## src/rtl/uart_rx_fifo_if.sv

```systemverilog
// rtl/uart_rx_fifo_if.sv - receiver-side and consumer-side signals of the UART RX byte FIFO
// almost_full exists only when UART_RX_FIFO_AF_EN is defined.
interface uart_rx_fifo_if #(
  parameter int AW = 4
);
  logic          rx_valid;
  logic [7:0]    rx_data;
  logic          rd_en;
  logic          clr_ovf;
  logic [7:0]    rd_data;
  logic          rd_valid;
  logic          empty;
  logic          full;
  logic [AW:0]   count;
  logic          overflow;
`ifdef UART_RX_FIFO_AF_EN
  logic          almost_full;

  modport master (
    output rx_valid, rx_data, rd_en, clr_ovf,
    input  rd_data, rd_valid, empty, full, count, overflow, almost_full
  );
  modport slave (
    input  rx_valid, rx_data, rd_en, clr_ovf,
    output rd_data, rd_valid, empty, full, count, overflow, almost_full
  );
`else
  modport master (
    output rx_valid, rx_data, rd_en, clr_ovf,
    input  rd_data, rd_valid, empty, full, count, overflow
  );
  modport slave (
    input  rx_valid, rx_data, rd_en, clr_ovf,
    output rd_data, rd_valid, empty, full, count, overflow
  );
`endif
endinterface

```

## src/rtl/uart_rx_fifo.sv

```systemverilog
// rtl/uart_rx_fifo.sv - byte FIFO buffering completed UART RX bytes with sticky overflow flag
// Define UART_RX_FIFO_AF_EN to add the registered almost_full output.
module uart_rx_fifo #(
  parameter int DEPTH    = 16,
  parameter int AW       = 4,
  parameter int AF_LEVEL = 12
) (
  input  logic          rx_clk,
  input  logic          rst,
  uart_rx_fifo_if.slave bus
);

  localparam logic [AW:0] FULL_CNT = (AW+1)'(DEPTH);

  if (DEPTH < 2 || (1 << AW) != DEPTH || AF_LEVEL > DEPTH) begin : g_param_check
    $error("uart_rx_fifo: DEPTH must be 2**AW (>=2) and AF_LEVEL <= DEPTH");
  end

  logic [7:0]    mem [DEPTH];
  logic [AW-1:0] wr_ptr;
  logic [AW-1:0] rd_ptr;
  logic [AW:0]   count_q;
  logic [AW:0]   count_next;
  logic          empty_q;
  logic          full_q;
  logic          ovf_q;
  logic          rd_valid_q;
  logic [7:0]    rd_data_q;
  logic          wr_ok;
  logic          rd_ok;
  logic          drop;

  // A full FIFO still accepts a byte when the same edge frees a slot.
  always_comb begin
    wr_ok      = bus.rx_valid & (~full_q | bus.rd_en);
    rd_ok      = bus.rd_en & ~empty_q;
    drop       = bus.rx_valid & full_q & ~bus.rd_en;
    count_next = count_q;
    if (wr_ok && !rd_ok) begin
      count_next = count_q + 1'b1;
    end else if (rd_ok && !wr_ok) begin
      count_next = count_q - 1'b1;
    end
  end

  always_ff @(posedge rx_clk) begin
    if (!rst && wr_ok) begin
      mem[wr_ptr] <= bus.rx_data;
    end
  end

  always_ff @(posedge rx_clk) begin
    if (rst) begin
      wr_ptr     <= '0;
      rd_ptr     <= '0;
      count_q    <= '0;
      empty_q    <= 1'b1;
      full_q     <= 1'b0;
      rd_data_q  <= 8'h00;
      rd_valid_q <= 1'b0;
    end else begin
      if (wr_ok) begin
        wr_ptr <= wr_ptr + 1'b1;
      end
      if (rd_ok) begin
        rd_ptr    <= rd_ptr + 1'b1;
        rd_data_q <= mem[rd_ptr];
      end
      rd_valid_q <= rd_ok;
      count_q    <= count_next;
      empty_q    <= (count_next == '0);
      full_q     <= (count_next == FULL_CNT);
    end
  end

  // Set beats clear when a drop and clr_ovf land on the same edge.
  always_ff @(posedge rx_clk) begin
    if (rst) begin
      ovf_q <= 1'b0;
    end else if (drop) begin
      ovf_q <= 1'b1;
    end else if (bus.clr_ovf) begin
      ovf_q <= 1'b0;
    end
  end

`ifdef UART_RX_FIFO_AF_EN
  localparam logic [AW:0] AF_CNT = (AW+1)'(AF_LEVEL);
  logic af_q;

  always_ff @(posedge rx_clk) begin
    if (rst) begin
      af_q <= 1'b0;
    end else begin
      af_q <= (count_next >= AF_CNT);
    end
  end

  assign bus.almost_full = af_q;
`endif

  assign bus.rd_data  = rd_data_q;
  assign bus.rd_valid = rd_valid_q;
  assign bus.empty    = empty_q;
  assign bus.full     = full_q;
  assign bus.count    = count_q;
  assign bus.overflow = ovf_q;

endmodule

```

## src/flat_wrapper.sv

```systemverilog
// flat-port wrapper written by rule: the top's interface ports become plain ports
module uart_rx_fifo_flat 
#(
  parameter int DEPTH    = 16,
  parameter int AW       = 4,
  parameter int AF_LEVEL = 12
)
  (rx_clk, rst, bus_rx_valid, bus_rx_data, bus_rd_en, bus_clr_ovf, bus_rd_data, bus_rd_valid, bus_empty, bus_full, bus_count, bus_overflow);
  uart_rx_fifo_if #(.AW(AW)) bus_i ();
  input  logic rx_clk;
  input  logic rst;
  input wire logic [$bits(bus_i.rx_valid)-1:0] bus_rx_valid;
  input wire logic [$bits(bus_i.rx_data)-1:0] bus_rx_data;
  input wire logic [$bits(bus_i.rd_en)-1:0] bus_rd_en;
  input wire logic [$bits(bus_i.clr_ovf)-1:0] bus_clr_ovf;
  output wire logic [$bits(bus_i.rd_data)-1:0] bus_rd_data;
  output wire logic [$bits(bus_i.rd_valid)-1:0] bus_rd_valid;
  output wire logic [$bits(bus_i.empty)-1:0] bus_empty;
  output wire logic [$bits(bus_i.full)-1:0] bus_full;
  output wire logic [$bits(bus_i.count)-1:0] bus_count;
  output wire logic [$bits(bus_i.overflow)-1:0] bus_overflow;
  assign bus_i.rx_valid = bus_rx_valid;
  assign bus_i.rx_data = bus_rx_data;
  assign bus_i.rd_en = bus_rd_en;
  assign bus_i.clr_ovf = bus_clr_ovf;
  assign bus_rd_data = bus_i.rd_data;
  assign bus_rd_valid = bus_i.rd_valid;
  assign bus_empty = bus_i.empty;
  assign bus_full = bus_i.full;
  assign bus_count = bus_i.count;
  assign bus_overflow = bus_i.overflow;
  uart_rx_fifo #(.DEPTH(DEPTH), .AW(AW), .AF_LEVEL(AF_LEVEL)) u_core (.rx_clk(rx_clk), .rst(rst), .bus(bus_i));
endmodule
```

## config.mk

```make
export PLATFORM = sky130hd
export DESIGN_NAME = uart_rx_fifo_flat
export DESIGN_NICKNAME = d
export VERILOG_FILES = /design/src/rtl/uart_rx_fifo_if.sv /design/src/rtl/uart_rx_fifo.sv /design/src/flat_wrapper.sv
export SDC_FILE = /design/constraint.sdc
export NUM_CORES = 1
export LEC_CHECK = 0
export BUFFER_PORTS_ARGS = -buffer_cell sky130_fd_sc_hd__buf_2
export CORE_AREA = 2 2 110 112
export CTS_CLUSTER_DIAMETER = 100
export CTS_CLUSTER_SIZE = 24
export DETAILED_ROUTE_END_ITERATION = 6
export DIE_AREA = 0 0 112 114
export GPL_TIMING_DRIVEN = 0
export PLACE_DENSITY = 0.74
export RECOVER_POWER = 100
export SETUP_SLACK_MARGIN = 0.15
export SYNTH_ARGS = -nofsm -noshare
export SYNTH_HDL_FRONTEND = slang
export SYNTH_SLANG_ARGS = --single-unit
```

## constraint.sdc

```tcl
create_clock -name rx_clk -period 1.9 [get_ports rx_clk]
set_input_delay 0.19 -clock rx_clk [delete_from_list [all_inputs] [get_ports rx_clk]]
set_output_delay 0.19 -clock rx_clk [all_outputs]
set_load 0.01 [all_outputs]
```

==> run_results.csv <==
group,metric,value,unit
finish,seq_area,4350,um2
synth,syn_nets,374,
pwr,pwr-share-comb,14.9,%
worst_setup_path,worstRegToRegCells,7,
timing,rsz0062_at_grt,"true",
synth,synth-seq-cells,153,
detailed_routing,wirelength,13200,um
floorplanning,die_y,114,um
job,drv_cap,0,
worst_setup_path,path_cells,"buf_12 > buf_12 > mux4_1 > a22oi_2 > a21oi_1 > a21oi_1 > nor2_1",
cts,clockRootBuffer,"clkbuf_16",
cts,cts_sinks,153,
timing,timing.fmax,0.517,GHz
global_routing,grt_pass1_wl,19300,um
pwr,p_leak,2.41,nW
cts,clk_pin_slew,0.06,ns
placement,io_buffers,28,
global_routing,grt-ovfl-total,0,
timing,skew,0.00665,ns
synth,yosysWarnings,0,
global_routing,antenna_found_initial,0,
worst_setup_path,worstReg2RegEnd,"u_core.bus.rd_data[4]",
run_status,outcome,"finished, violations left",
floorplanning,start_util,53.2,%
synth,syn_avg_cell_area,17.6,um2
placement,hpwl,7890,um
detailed_routing,ant_nets,0,
synth,synth_edf_count,128,
finish,mostFrequentLayoutCell,"edfxtp_1",
finish,mostFrequentLayoutCells,"edfxtp_1 (128), mux4_2 (30), clkbuf_1 (27)",
detailed_routing,vias,3472,
cts,cts_tree,"built",
worst_setup_path,slowest_delay,0.56,ns
detailed_routing,viasPerCell,6.08,
cts,cts_made_buffers,17,
timing,worst_slew_margin_rel,42.8,%
pwr,power_density,1130,nW/um2
run_status,failed_checks,"setup timing",
global_routing,grt_usage,21.0,%
pwr,p_clk_share,39.0,%
placement,gp_congestion,0.847,
pwr,seq_power_share,46.1,%
finish,fillers,832,
floorplanning,ios,30,
hold_path,hp-start,"rst",
timing,setup_ws,-0.0327,ns
timing,setup_viol,1,
floorplanning,core_area,11700,um2
pwr,power.switching,0.00212,W
worst_setup_path,crit_required,2.18,ns
timing,holdWs,0.0362,ns
worst_setup_path,crit_path_top_delay_cell,"mux4_1",
detailed_routing,drtPass1Iterations,5,
finish,drive_gt1_share,31.1,%
timing,min_period,1.93,ns
worst_setup_path,endpoint_kind,"flop",
pwr,p_int,0.00617,W
hold_path,min_path_type,"input port to flop",
cts,cts_buffer_depth,2,
pwr,vdd_drop_max,0.840,mV
worst_setup_path,cp_max_fo,7,
worst_setup_path,reg2reg_from,"u_core.rd_ptr[0]",
floorplanning,die_w,112,um
detailed_routing,drtIter0Drc,283,
finish,n_antenna_cell,0,
synth,ys_types,48,
placement,dp.cells,529,
hold_path,hold_depth,2,
worst_setup_path,critPathKind,"flop to flop",
pwr,total_power,0.00829,W
timing,period_share,102,%
detailed_routing,drc,0,
finish,nNetsFinal,431,
timing,slew_viol_final,0,
hold_path,min_to,"u_core.bus.count[1]",
synth,syn_area,6230,um2
floorplanning,dieArea,12800,um2
pwr,swShare,25.6,%
worst_setup_path,start_kind,"flop",
finish,multiInputGateArea,1780,um2
worst_setup_path,crit_arrival,2.21,ns
timing,tightestPinTransition,0.855,ns
synth,ys_async_sr_fraction,0,%
timing,hold_viol,0,
cts,insertion_delay,0.42,ns
detailed_routing,wl_per_cell,23.2,um
worst_setup_path,r2r_slack,-0.03,ns
cts,hold_buffers,0,
synth,ys_seq_area_share,69.8,%
global_routing,grt_pass1_vias,3474,
synth,syn_inst,354,
finish,instances_no_fill,571,
floorplanning,num_rows,40,
cts,cts_max_level,4,
synth,synth_top_flop_cell,"edfxtp_1",
timing,setup_tns,-0.0327,ns
finish,synthToLayoutAreaGrowth,18.1,%
global_routing,grt_max_degree,17,
## flip-flops by register name (all words and copies together), names as in the netlist
name,count
u_core.bus.count,5
u_core.bus.rd_data,8
u_core.mem,128
u_core.bus.empty,1
u_core.bus.overflow,1
u_core.bus.rd_valid,1
u_core.bus.full,1
u_core.wr_ptr,4
u_core.rd_ptr,4
## repair_timing
action / in CTS / in global routing
pin swaps: 2 / 16
endpoints found under the setup margin: 137 / 138
buffers inserted: 1 / 6
gates cloned: 1 / 2
resized for setup: 43 / 42
## routing by layer
layer  wire (um)  global-route usage [%]  part of all wire (%)
met5           0                       0                     0
met2        6920                    36.4                    52
met4         285                    8.70                   2.2
met3         952                    5.15                   7.2
met1        5070                    25.6                    38
## synthesized netlist by cell type (2+ instances only)
| library cell | instances | area share [%] |
|---|---|---|
| mux4_2 | 14 | 5.1 |
| a31oi_1 | 2 | 0.20 |
| inv_1 | 7 | 0.42 |
| nand4_1 | 3 | 0.30 |
| a21oi_1 | 24 | 1.9 |
| nor3b_1 | 2 | 0.24 |
| o21a_1 | 2 | 0.24 |
| xor2_1 | 3 | 0.42 |
| nor4_1 | 3 | 0.30 |
| buf_4 | 2 | 0.24 |
| nor3_1 | 3 | 0.24 |
| nor2_1 | 22 | 1.3 |
| buf_6 | 3 | 0.54 |
| edfxtp_1 | 128 | 62 |
| and2_1 | 10 | 1.0 |
| nand2b_1 | 3 | 0.30 |
| buf_2 | 4 | 0.32 |
| mux4_1 | 18 | 7.6 |
| clkdlybuf4s25_2 | 2 | 0.32 |
| a22oi_1 | 16 | 1.9 |
| nor2b_1 | 4 | 0.40 |
| nand2_1 | 7 | 0.42 |
| xnor2_1 | 4 | 0.56 |
| nand3_1 | 4 | 0.32 |
| clkbuf_1 | 3 | 0.18 |
| dfxtp_1 | 25 | 8.0 |
| and3_1 | 8 | 0.80 |
| ha_1 | 7 | 1.4 |
| o21ai_0 | 2 | 0.16 |
## layout make-up
type | count | share of cell area [%]
Buffer | 19 | 2.50
Clock buffer | 18 | 5.83
Clock inverter | 14 | 1.96
Inverter | 7 | 0.357
Multi-Input combinational cell | 175 | 24.3
Sequential cell | 153 | 59.1
Tap cell | 147 | 2.50
Timing Repair Buffer | 38 | 3.50
## stage by stage
| step | cell area [um2] | util (%) | setup WS (ns) |
|---|---|---|---|
| final | 7360 | 62.8 | -0.0327 |
| after CTS | 7250 | 61.9 | 0.0332 |
| after global routing | 7360 | 62.8 | -0.0288 |
| after global placement | 6560 | 56.0 | -0.194 |
| after floorplan | 6230 | - | 0.220 |
| after detailed placement | 6560 | 56.0 | -0.239 |
## critical path, delay by kind of cell (launching register included)
family	cells	cell delay, ns
and+or+nand+nor	1	0.08
DFF	1	0.36
muxes	1	0.56
buffers and inverters	2	0.29
AOI/OAI and AO/OA	3	0.48
## power groups by stage
stage / registers (W) / clock network [W] / logic (W)
4_1_cts: 0.00381 / 0.00324 / 0.00110
3_5_place_dp: 0.00388 / 0 / 0.000999
3_3_place_gp: 0.00387 / 0 / 0.000973
6_report: 0.00382 / 0.00324 / 0.00124
2_1_floorplan: 0.00389 / 0 / 0.000687
5_1_grt: 0.00383 / 0.00340 / 0.00132
## how the worst max path moves through the flow
stage               slack (ns)                     to              from  cells after the start
global route             -0.03  u_core.bus.rd_data[4]  u_core.rd_ptr[0]                      7
global placement         -0.19       u_core.mem[4][4]         bus_rd_en                      6
finish                   -0.03  u_core.bus.rd_data[4]  u_core.rd_ptr[0]                      7
floorplan                 0.22  u_core.bus.rd_data[4]  u_core.rd_ptr[0]                      7
CTS                       0.03  u_core.bus.rd_data[3]  u_core.rd_ptr[0]                      7
detailed placement       -0.24       u_core.mem[4][2]         bus_rd_en                      6
## kinds of logic after synthesis
kind of cell               count (synthesis)  synth area share [%]
DFF                                      153                  69.8
and+or+nand+nor                           75                  6.65
AOI/OAI and AO/OA                         53                  5.47
muxes                                     33                  12.8
buffers and inverters                     26                  2.89
xor gates and xnor gates                   7                 0.985
adders and majority gates                  7                  1.41
(Power assumes the default switching activity.)
